## config.mk

```make
export PLATFORM = sky130hd
export DESIGN_NAME = result_streamer_flat
export DESIGN_NICKNAME = d
export VERILOG_FILES = /design/src/rtl/result_streamer_if.sv /design/src/rtl/result_streamer.sv /design/src/flat_wrapper.sv
export SDC_FILE = /design/constraint.sdc
export NUM_CORES = 1
export LEC_CHECK = 0
export BUFFER_PORTS_ARGS = -buffer_cell sky130_fd_sc_hd__buf_2
export CAP_MARGIN = 20
export CORE_ASPECT_RATIO = 1.2
export CORE_MARGIN = 3
export CORE_UTILIZATION = 56
export CTS_BUF_LIST = sky130_fd_sc_hd__clkbuf_4 sky130_fd_sc_hd__clkbuf_8
export DETAILED_ROUTE_END_ITERATION = 12
export PLACE_DENSITY = 0.82
export SLEW_MARGIN = 20
export SYNTH_ARGS = -nofsm -noshare
export SYNTH_HDL_FRONTEND = slang
export SYNTH_SLANG_ARGS = --single-unit
export TNS_END_PERCENT = 1
```

## constraint.sdc

```tcl
create_clock -name CLK -period 2.05 [get_ports CLK]
set_clock_uncertainty 0.05 [all_clocks]
set_input_delay 0.205 -clock CLK [delete_from_list [all_inputs] [get_ports CLK]]
set_output_delay 0.205 -clock CLK [all_outputs]
set_load 0.01 [all_outputs]
```

## src/rtl/result_streamer_if.sv

```systemverilog
// Handshake bundle between the matrix multiplier, result_streamer and the byte consumer.
// master: multiplier/consumer side; slave: result_streamer side.
`timescale 1ns/1ps
interface result_streamer_if #(
  parameter int ELEM_W = 16,
  parameter int N_ELEM = 4,
  parameter int BYTE_W = 8
);
  logic [ELEM_W*N_ELEM-1:0] res_mat;
  logic                     res_ready;
  logic [3:0]               res_count;
  logic [BYTE_W-1:0]        out_data;
  logic                     out_valid;
  logic                     out_ready;
  logic                     busy;
  logic                     done;

  modport master (
    output res_mat, res_ready, res_count, out_ready,
    input  out_data, out_valid, busy, done
  );

  modport slave (
    input  res_mat, res_ready, res_count, out_ready,
    output out_data, out_valid, busy, done
  );
endinterface

```

## src/rtl/result_streamer.sv

```systemverilog
// Captures the multiplier result word on a rise of res_ready and streams it out one byte per beat.
// Optional CHECKSUM_EN appends one XOR-of-data beat after the last data byte.
`timescale 1ns/1ps
module result_streamer #(
  parameter int ELEM_W = 16,
  parameter int N_ELEM = 4,
  parameter int BYTE_W = 8
) (
  input  logic          CLK,
  input  logic          RST,
  result_streamer_if.slave bus
);
  localparam int WORD_W = ELEM_W * N_ELEM;
  localparam int BPE    = ELEM_W / BYTE_W;
  localparam int BW     = (BPE > 1) ? $clog2(BPE) : 1;

  typedef enum logic [2:0] {
    S_IDLE,
    S_LOAD,
    S_SEND,
`ifdef CHECKSUM_EN
    S_CSUM,
`endif
    S_FINISH
  } state_t;

  state_t              r_state;
  state_t              w_next;
  logic                r_prev_ready;
  logic                r_armed;
  logic [WORD_W-1:0]   r_shadow;
  logic [3:0]          r_count;
  logic [3:0]          r_elem;
  logic [BW-1:0]       r_byte;
`ifdef CHECKSUM_EN
  logic [BYTE_W-1:0]   r_csum;
`endif
  logic                w_start;
  logic                w_accept;
  logic                w_last;
  logic [3:0]          w_clamp;
  logic [BYTE_W-1:0]   w_data;
  logic                w_valid;
  logic                w_busy;
  logic                w_done;

  assign w_clamp  = (bus.res_count > 4'(N_ELEM)) ? 4'(N_ELEM) : bus.res_count;
  // r_armed stays low until res_ready is seen low after reset, so a level
  // already high at reset release is not mistaken for a rising edge.
  assign w_start  = bus.res_ready && !r_prev_ready && r_armed;
  assign w_accept = w_valid && bus.out_ready;
  assign w_last   = (r_byte == BW'(BPE - 1)) && (r_elem == r_count - 4'd1);

  always_ff @(posedge CLK) begin
    if (RST) r_state <= S_IDLE;
    else     r_state <= w_next;
  end

  always_comb begin
    w_next  = r_state;
    w_valid = 1'b0;
    w_busy  = 1'b0;
    w_done  = 1'b0;
    w_data  = '0;
    case (r_state)
      S_IDLE: begin
        if (w_start) w_next = S_LOAD;
      end
      S_LOAD: begin
        w_busy = 1'b1;
        w_next = (w_clamp == 4'd0) ? S_FINISH : S_SEND;
      end
      S_SEND: begin
        w_valid = 1'b1;
        w_busy  = 1'b1;
        w_data  = r_shadow[WORD_W-1 -: BYTE_W];
        if (bus.out_ready && w_last) begin
`ifdef CHECKSUM_EN
          w_next = S_CSUM;
`else
          w_next = S_FINISH;
`endif
        end
      end
`ifdef CHECKSUM_EN
      S_CSUM: begin
        w_valid = 1'b1;
        w_busy  = 1'b1;
        w_data  = r_csum;
        if (bus.out_ready) w_next = S_FINISH;
      end
`endif
      S_FINISH: begin
        w_done = 1'b1;
        w_next = S_IDLE;
      end
      default: w_next = S_IDLE;
    endcase
  end

  always_ff @(posedge CLK) begin
    if (RST) begin
      r_prev_ready <= 1'b0;
      r_armed      <= 1'b0;
      r_shadow     <= '0;
      r_count      <= '0;
      r_elem       <= '0;
      r_byte       <= '0;
`ifdef CHECKSUM_EN
      r_csum       <= '0;
`endif
    end else begin
      r_prev_ready <= bus.res_ready;
      if (!bus.res_ready) r_armed <= 1'b1;
      if (r_state == S_LOAD) begin
        r_shadow <= bus.res_mat;
        r_count  <= w_clamp;
        r_elem   <= '0;
        r_byte   <= '0;
`ifdef CHECKSUM_EN
        r_csum   <= '0;
`endif
      end else if (r_state == S_SEND && w_accept) begin
        // Shadow shifts left so the next byte is always at the top.
        r_shadow <= {r_shadow[WORD_W-BYTE_W-1:0], {BYTE_W{1'b0}}};
`ifdef CHECKSUM_EN
        r_csum   <= r_csum ^ w_data;
`endif
        if (r_byte == BW'(BPE - 1)) begin
          r_byte <= '0;
          r_elem <= r_elem + 4'd1;
        end else begin
          r_byte <= r_byte + 1'b1;
        end
      end
    end
  end

  assign bus.out_data  = w_data;
  assign bus.out_valid = w_valid;
  assign bus.busy      = w_busy;
  assign bus.done      = w_done;
endmodule

```

## src/flat_wrapper.sv

```systemverilog
// flat-port wrapper written by rule: the top's interface ports become plain ports
module result_streamer_flat 
#(
  parameter int ELEM_W = 16,
  parameter int N_ELEM = 4,
  parameter int BYTE_W = 8
)
  (CLK, RST, bus_res_mat, bus_res_ready, bus_res_count, bus_out_ready, bus_out_data, bus_out_valid, bus_busy, bus_done);
  result_streamer_if #(.ELEM_W(ELEM_W), .N_ELEM(N_ELEM), .BYTE_W(BYTE_W)) bus_i ();
  input  logic CLK;
  input  logic RST;
  input wire logic [$bits(bus_i.res_mat)-1:0] bus_res_mat;
  input wire logic [$bits(bus_i.res_ready)-1:0] bus_res_ready;
  input wire logic [$bits(bus_i.res_count)-1:0] bus_res_count;
  input wire logic [$bits(bus_i.out_ready)-1:0] bus_out_ready;
  output wire logic [$bits(bus_i.out_data)-1:0] bus_out_data;
  output wire logic [$bits(bus_i.out_valid)-1:0] bus_out_valid;
  output wire logic [$bits(bus_i.busy)-1:0] bus_busy;
  output wire logic [$bits(bus_i.done)-1:0] bus_done;
  assign bus_i.res_mat = bus_res_mat;
  assign bus_i.res_ready = bus_res_ready;
  assign bus_i.res_count = bus_res_count;
  assign bus_i.out_ready = bus_out_ready;
  assign bus_out_data = bus_i.out_data;
  assign bus_out_valid = bus_i.out_valid;
  assign bus_busy = bus_i.busy;
  assign bus_done = bus_i.done;
  result_streamer #(.ELEM_W(ELEM_W), .N_ELEM(N_ELEM), .BYTE_W(BYTE_W)) u_core (.CLK(CLK), .RST(RST), .bus(bus_i));
endmodule
```

==> reports/qor.csv, run 1 <==
stage,metric,value,unit
status,outcome,"finished, final reports clean",
finish,fin_cells,525,
synthesis,synth_cells,363,
synthesis,synth_commonest_cells,"77 x dfxtp_1, 66 x nor2_1, 58 x mux2i_1",
hold_path,holdPathEnd,u_core.r_shadow[59]$_SDFFE_PP0P_,
route,finalWirelength,7500,µm
clock_network,post_cts_resized,0,
setup_path,r2r_cells,7,
finish,fillers,499,
route,wire_per_inst,14.3,µm
synthesis,synth_nets,442,
global_route,grt-ovfl-total,0,
finish,nets,517,
route,drt_first_iter_violations,95,
power_and_ir_drop,leakage,1.94,nW
synthesis,synth_flop_cell,dfxtp_1,
synthesis,yosys-top-cells-area,"dfxtp_1 42%, mux2_2 17%, mux2i_1 16%, nor2_1 6.7%, ha_1 2.4%",
power_and_ir_drop,ir_worst_vdd,0.000726,V
setup_path,regToRegSetupSlack,0.16,ns
setup_path,crit_type,flip-flop to flip-flop,
setup_path,worst_setup_path_end_kind,flip-flop,
flow_run,drv_cap,0,
synthesis,synth_top_area_cell,dfxtp_1,
die,die_w,80,µm
global_route,antenna_found_initial,0,
clock_network,cts_buffers,9,
clock_network,post-cts-setup-buffer-count,0,
place,port_buffers,82,
global_route,grt.busiest_layer,met2,
die,initial_core_util,59.3,%
global_route,grt_pass1_wl,12000,µm
synthesis,seq_area_frac_synth,41.9,%
sta,rsz0062_at_grt,no,
global_route,grt_usage,20.4,%
global_route,globalRouteMet2Util,33.8,%
synthesis,synth-edff-count,0,
synthesis,netlist.area_leader.share,41.9,%
setup_path,r2r-end,u_core.r_shadow[38]$_SDFFE_PP0P_,
global_route,use_met1,25.5,%
setup_path,reg2reg_from,u_core.r_state[0]$_SDFFE_PP0P_,
hold_path,hold_start,bus_res_mat[59],
sta,setup_viol,0,
setup_path,cp_max_fo,36,
global_route,first_global_vias,2580,
synthesis,post-synth-top-count-cell,dfxtp_1,
route,vias,2740,
clock_network,clockBufferDepth,2,
finish,diodes,0,
sta,hold_viol_final,0,
clock_network,htreeDepth,3,
route,ant_nets,0,
synthesis,synth-seq-cells,77,
synthesis,asyncSetResetFlopFracSynth,0,%
die,die-area,7580,µm²
sta,drv_slew,0,
sta,period_share,92.4,%
setup_path,worst_setup_path_start_kind,flip-flop,
global_route,grt_use_met3,4.48,%
clock_network,cts_tree,done,
setup_path,crit_arrival,2.07,ns
hold_path,hold_path_class,primary input to flip-flop,
clock_network,clock-sinks,77,
clock_network,root_buffer,clkbuf_8,
clock_network,clk_latency,0.35,ns
die,core.rowCount,31,
die,io_pins,83,
finish,drive_gt1_share,37.2,%
route,avgViaCountPerCell,5.22,
setup_path,worstPathRequired,2.23,ns
place,place.gp.congestion,0.764,
power_and_ir_drop,power_density,1100,nW/µm²
place,dp.cells,508,
synthesis,synth_cell_types,29,
synthesis,avgSynthCellArea,10.1,µm²
route,drcViolationCount,0,
place,post-dp-hpwl,5250,µm
die,die_h,94.8,µm
die,core_area,6210,µm²
route,drtPass1Iterations,4,
sta,slew_headroom,64.8,%
sta,fin_tns_setup,0,ns
sta,fmaxAchievable,0.528,GHz
hold_path,holdPathStages,3,
sta,worstMarginPinSlew,0.527,ns
clock_network,clk_pin_slew,0.08,ns
synthesis,yosysWarningCount,0,
sta,period_minus_slack,1.89,ns
global_route,grt_max_degree,53,
synthesis,syn-cell-area,3680,µm²
finish,syn2layout_area_growth,19.1,%
-- registers in the layout, summed over array words and instances (netlist names) --
name,flops
u_core.r_elem,4
u_core.r_shadow,64
u_core.r_count,4
u_core.r_prev_ready,1
u_core.r_state,2
u_core.r_byte,1
u_core.r_armed,1
-- report_power, final --
| group | total [mW] | leakage (nW) | internal (mW) | switching, mW |
|---|---|---|---|---|
| clock | 1.27 | 0.107 | 0.717 | 0.550 |
| combinational | 1.56 | 1.21 | 0.833 | 0.723 |
| sequential | 1.99 | 0.628 | 1.81 | 0.178 |
| total | 4.82 | 1.94 | 3.36 | 1.45 |
-- worst max path at each step --
stage	start	end	slack (ns)	depth (start not counted)
2_1_floorplan	u_core.r_state[0]$_SDFFE_PP0P_	u_core.r_shadow[23]$_SDFFE_PP0P_	0.22	8
3_3_place_gp	u_core.r_state[0]$_SDFFE_PP0P_	u_core.r_shadow[9]$_SDFFE_PP0P_	0.30	7
3_5_place_dp	u_core.r_state[0]$_SDFFE_PP0P_	u_core.r_shadow[15]$_SDFFE_PP0P_	0.18	7
4_1_cts	u_core.r_state[0]$_SDFFE_PP0P_	bus_out_data[1]	0.16	5
5_1_grt	u_core.r_state[0]$_SDFFE_PP0P_	u_core.r_shadow[20]$_SDFFE_PP0P_	0.06	7
6_report	u_core.r_state[0]$_SDFFE_PP0P_	u_core.r_shadow[38]$_SDFFE_PP0P_	0.16	7
-- logic make-up (layout without fill, tap and decap cells) --
| kind of cell | count (synthesis) | count (layout) | share of synthesized area, % |
|---|---|---|---|
| AO/OA/AOI/OAI | 16 | 16 | 2.58 |
| XOR/XNOR | 9 | 9 | 2.14 |
| adder cells (fa/ha/maj) | 7 | 7 | 2.38 |
| buffers and inverters | 32 | 112 | 4.59 |
| flip-flops | 77 | 77 | 41.9 |
| multiplexers | 115 | 115 | 33.3 |
| AND/OR/NAND/NOR | 107 | 107 | 13.1 |
-- final cells by class --
class                      count  area, µm²  area share, %
multi-input combinational    254       1980           45.3
tap                           82        103           2.34
clock inverter                 5       83.8           1.91
sequential                    77       1540           35.2
inverter                       6       22.5          0.514
timing repair buffer          90        510           11.6
clock buffer                  11        139           3.17
-- through the flow --
stage	utilization [%]	hold WS (ns)	setup WS, ns	total power [mW]	area (µm²)
after global placement	66.9	0.362	0.301	3.51	4150
after global routing	70.6	0.0342	0.0647	5.09	4380
after floorplan	-	0.251	0.219	3.22	3680
after detailed placement	66.9	0.373	0.184	3.58	4150
final	70.6	0.0341	0.157	4.82	4380
after CTS	70.6	0.0160	0.157	4.86	4380
-- layout by cell type, fill, tap and decap left out, types with 2 or more instances in the layout --
| cell type | Yosys | layout |
|---|---|---|
| a2bb2oi_1 | 2 | 2 |
| nor3_1 | 4 | 4 |
| buf_4 | 0 | 4 |
| bufinv_16 | 0 | 2 |
| xnor2_1 | 4 | 4 |
| ha_1 | 7 | 6 |
| nand2_1 | 11 | 10 |
| and2_1 | 8 | 8 |
| inv_1 | 6 | 6 |
| dfxtp_1 | 77 | 77 |
| nor2_1 | 66 | 66 |
| clkinvlp_4 | 0 | 2 |
| buf_12 | 0 | 3 |
| nand3b_1 | 9 | 9 |
| mux2i_1 | 58 | 58 |
| buf_2 | 9 | 82 |
| xor2_1 | 5 | 5 |
| clkbuf_8 | 0 | 9 |
| a21oi_1 | 11 | 11 |
| nand2b_1 | 2 | 2 |
| clkbuf_4 | 0 | 2 |
| mux2_2 | 56 | 56 |
| nand3_1 | 2 | 2 |
-- critical path: stages (launching register included) --
cell	delay, ns
dfxtp_1	0.45
inv_1	0.11
ha_1	0.24
nand2_2	0.12
buf_12	0.22
mux2_2	0.36
mux2i_1	0.16
nor2_1	0.06
-- layer usage --
metal  wire (µm)  part of all wire, %  up-vias
met5           0                    0        -
met1        3280                   44     1266
met4         133                  1.8        0
li1            -                    -     1396
met3         383                  5.1       12
met2        3700                   49       66
-- timing repair --
| item | 4_1_cts | 5_1_grt |
|---|---|---|
| hold buffers | 1 | 0 |
| endpoints found under the hold margin | 1 | 0 |
| setup endpoints to repair | 0 | 0 |
Power figures use the tool's default switching activity.
==> inputs of run 2 (changes only) <==
GPL_TIMING_DRIVEN = 1   (was default)
HOLD_SLACK_MARGIN = 0.08   (was default)
==> reports/qor.csv, run 2 (same netlist as run 1, synthesis figures left out) <==
stage,metric,value,unit
sta,setup_viol,0,
power_and_ir_drop,power.share.combinational,34.0,%
place,port_buffers,82,
sta,period_share,93.9,%
finish,final_common_cell,buf_2,
clock_network,post-cts-setup-buffer-count,0,
setup_path,crit_type,flip-flop to flip-flop,
clock_network,clock-sinks,77,
die,initial_core_util,59.3,%
finish,largest_register_ffs,64,
route,drcViolationCount,0,
finish,nets,583,
die,die_w,80,µm
global_route,grt-ovfl-total,0,
sta,drv_slew,0,
sta,period_minus_slack,1.92,ns
sta,slew_headroom,64.1,%
clock_network,clk_latency,0.35,ns
sta,hold_viol_final,0,
finish,drive_gt1_share,32.4,%
power_and_ir_drop,intPower,3.45,mW
place,post-dp-hpwl,5250,µm
route,avgViaCountPerCell,5.18,
sta,worstMarginPinSlew,0.538,ns
global_route,grt_max_degree,53,
clock_network,clk_pin_slew,0.09,ns
setup_path,cp_max_fo,29,
route,drtPass1Iterations,4,
finish,layout_common_cells,"82 x buf_2, 77 x dfxtp_1, 67 x dlygate4sd3_1",
place,place.gp.congestion,0.764,
place,dpl_cell_area,4150,µm²
setup_path,crit_arrival,2.11,ns
power_and_ir_drop,leakage,2.22,nW
global_route,grt_pass1_wl,14600,µm
global_route,antenna_found_initial,0,
clock_network,root_buffer,clkbuf_8,
finish,final_cell_area,5040,µm²
setup_path,worst_setup_path_end_kind,flip-flop,
die,die-area,7580,µm²
power_and_ir_drop,switchingPower,1.54,mW
finish,syn2layout_area_growth,37.1,%
setup_path,worstPathRequired,2.23,ns
power_and_ir_drop,seq_power_share,40.2,%
sta,final.setup.worst_slack,0.125,ns
route,vias,3062,
power_and_ir_drop,pwr-share-clk,25.8,%
finish,diodes,0,
power_and_ir_drop,power_density,990,nW/µm²
clock_network,cts_buffers,9,
die,io_pins,83,
place,post-place-ws,0.184,ns
power_and_ir_drop,ir_worst_vdd,0.000724,V
route,finalWirelength,9240,µm
hold_path,hold_path_class,primary input to flip-flop,
die,core.rowCount,31,
flow_run,drv_cap,0,
route,wire_per_inst,15.6,µm
route,drt_first_iter_violations,90,
setup_path,worst_setup_path_start_kind,flip-flop,
global_route,first_global_vias,3131,
die,die_h,94.8,µm
clock_network,cts_tree,done,
finish,top_register,u_core.r_shadow,
status,outcome,"finished, final reports clean",
sta,fmaxAchievable,0.520,GHz
global_route,grt_usage,25.3,%
clock_network,clockBufferDepth,2,
sta,fin_tns_setup,0,ns
power_and_ir_drop,swShare,30.9,%
die,core_area,6210,µm²
finish,reg_top3,"u_core.r_shadow (64), u_core.r_count (4), u_core.r_elem (4)",
route,ant_nets,0,
sta,rsz0062_at_grt,no,
clock_network,htreeDepth,3,
[run 2: cell count changes in the layout (fill, tap and decap cells not counted)]
cell and change:
dlygate4sd3_1 +66
[run 2: final cells by class]
| cell class | instances | area, µm² |
|---|---|---|
| flip-flops and latches | 77 | 1540 |
| repair buffers | 156 | 1170 |
| well taps | 82 | 103 |
| multi-input cells | 254 | 1980 |
| clock buffers | 11 | 139 |
| clock inverters | 5 | 83.8 |
| inverters | 6 | 22.5 |
| fillers | 384 | 1160 |
[run 2: per-stage QoR]
stage	utilization [%]	std cells	power [mW]	hold slack [ns]
final	81.3	591	4.99	0.0953
after global routing	81.3	591	5.24	0.107
after CTS	81.3	591	4.95	0.0820
after detailed placement	66.9	508	3.58	0.373
after global placement	66.9	508	3.51	0.362
after floorplan	-	363	3.22	0.251
[run 2: final timing paths]
kind                                  start                          endpoint  slack, ns  cells after the start
min reg2reg  u_core.r_count[3]$_SDFFE_PP0P_    u_core.r_count[3]$_SDFFE_PP0P_       0.40                      2
max          u_core.r_state[0]$_SDFFE_PP0P_  u_core.r_shadow[63]$_SDFFE_PP0P_       0.13                      7
min                         bus_res_mat[38]  u_core.r_shadow[38]$_SDFFE_PP0P_        0.1                      3
max reg2reg  u_core.r_state[0]$_SDFFE_PP0P_  u_core.r_shadow[63]$_SDFFE_PP0P_       0.13                      7
[run 2: power by group through the flow]
stage / combinational, mW / sequential [mW] / clock, mW
after floorplan: 1.27 / 1.95 / 0
after global placement: 1.50 / 2.01 / 0
after detailed placement: 1.55 / 2.03 / 0
after CTS: 1.66 / 1.99 / 1.30
after global routing: 1.84 / 2.04 / 1.37
final: 1.70 / 2.01 / 1.29
[run 2: layer usage]
layer	share of wire [%]	vias to the layer above	track usage (%)
met1	40	1450	28.2
met4	2.7	0	10.3
met3	3.9	20	5.06
met5	0	-	0
li1	-	1517	-
met2	54	75	46.4
[run 2: repair_timing]
action / CTS / global route
hold buffers: 67 / 0
hold endpoints to repair: 67 / 0
gates resized for setup: 0 / 0
[run 2: critical path: stages (launching register included)]
cell,delay [ns]
dfxtp_1,0.44
inv_1,0.11
ha_1,0.24
nand2_2,0.12
buf_12,0.21
mux2_2,0.39
mux2i_1,0.17
nor2_1,0.07
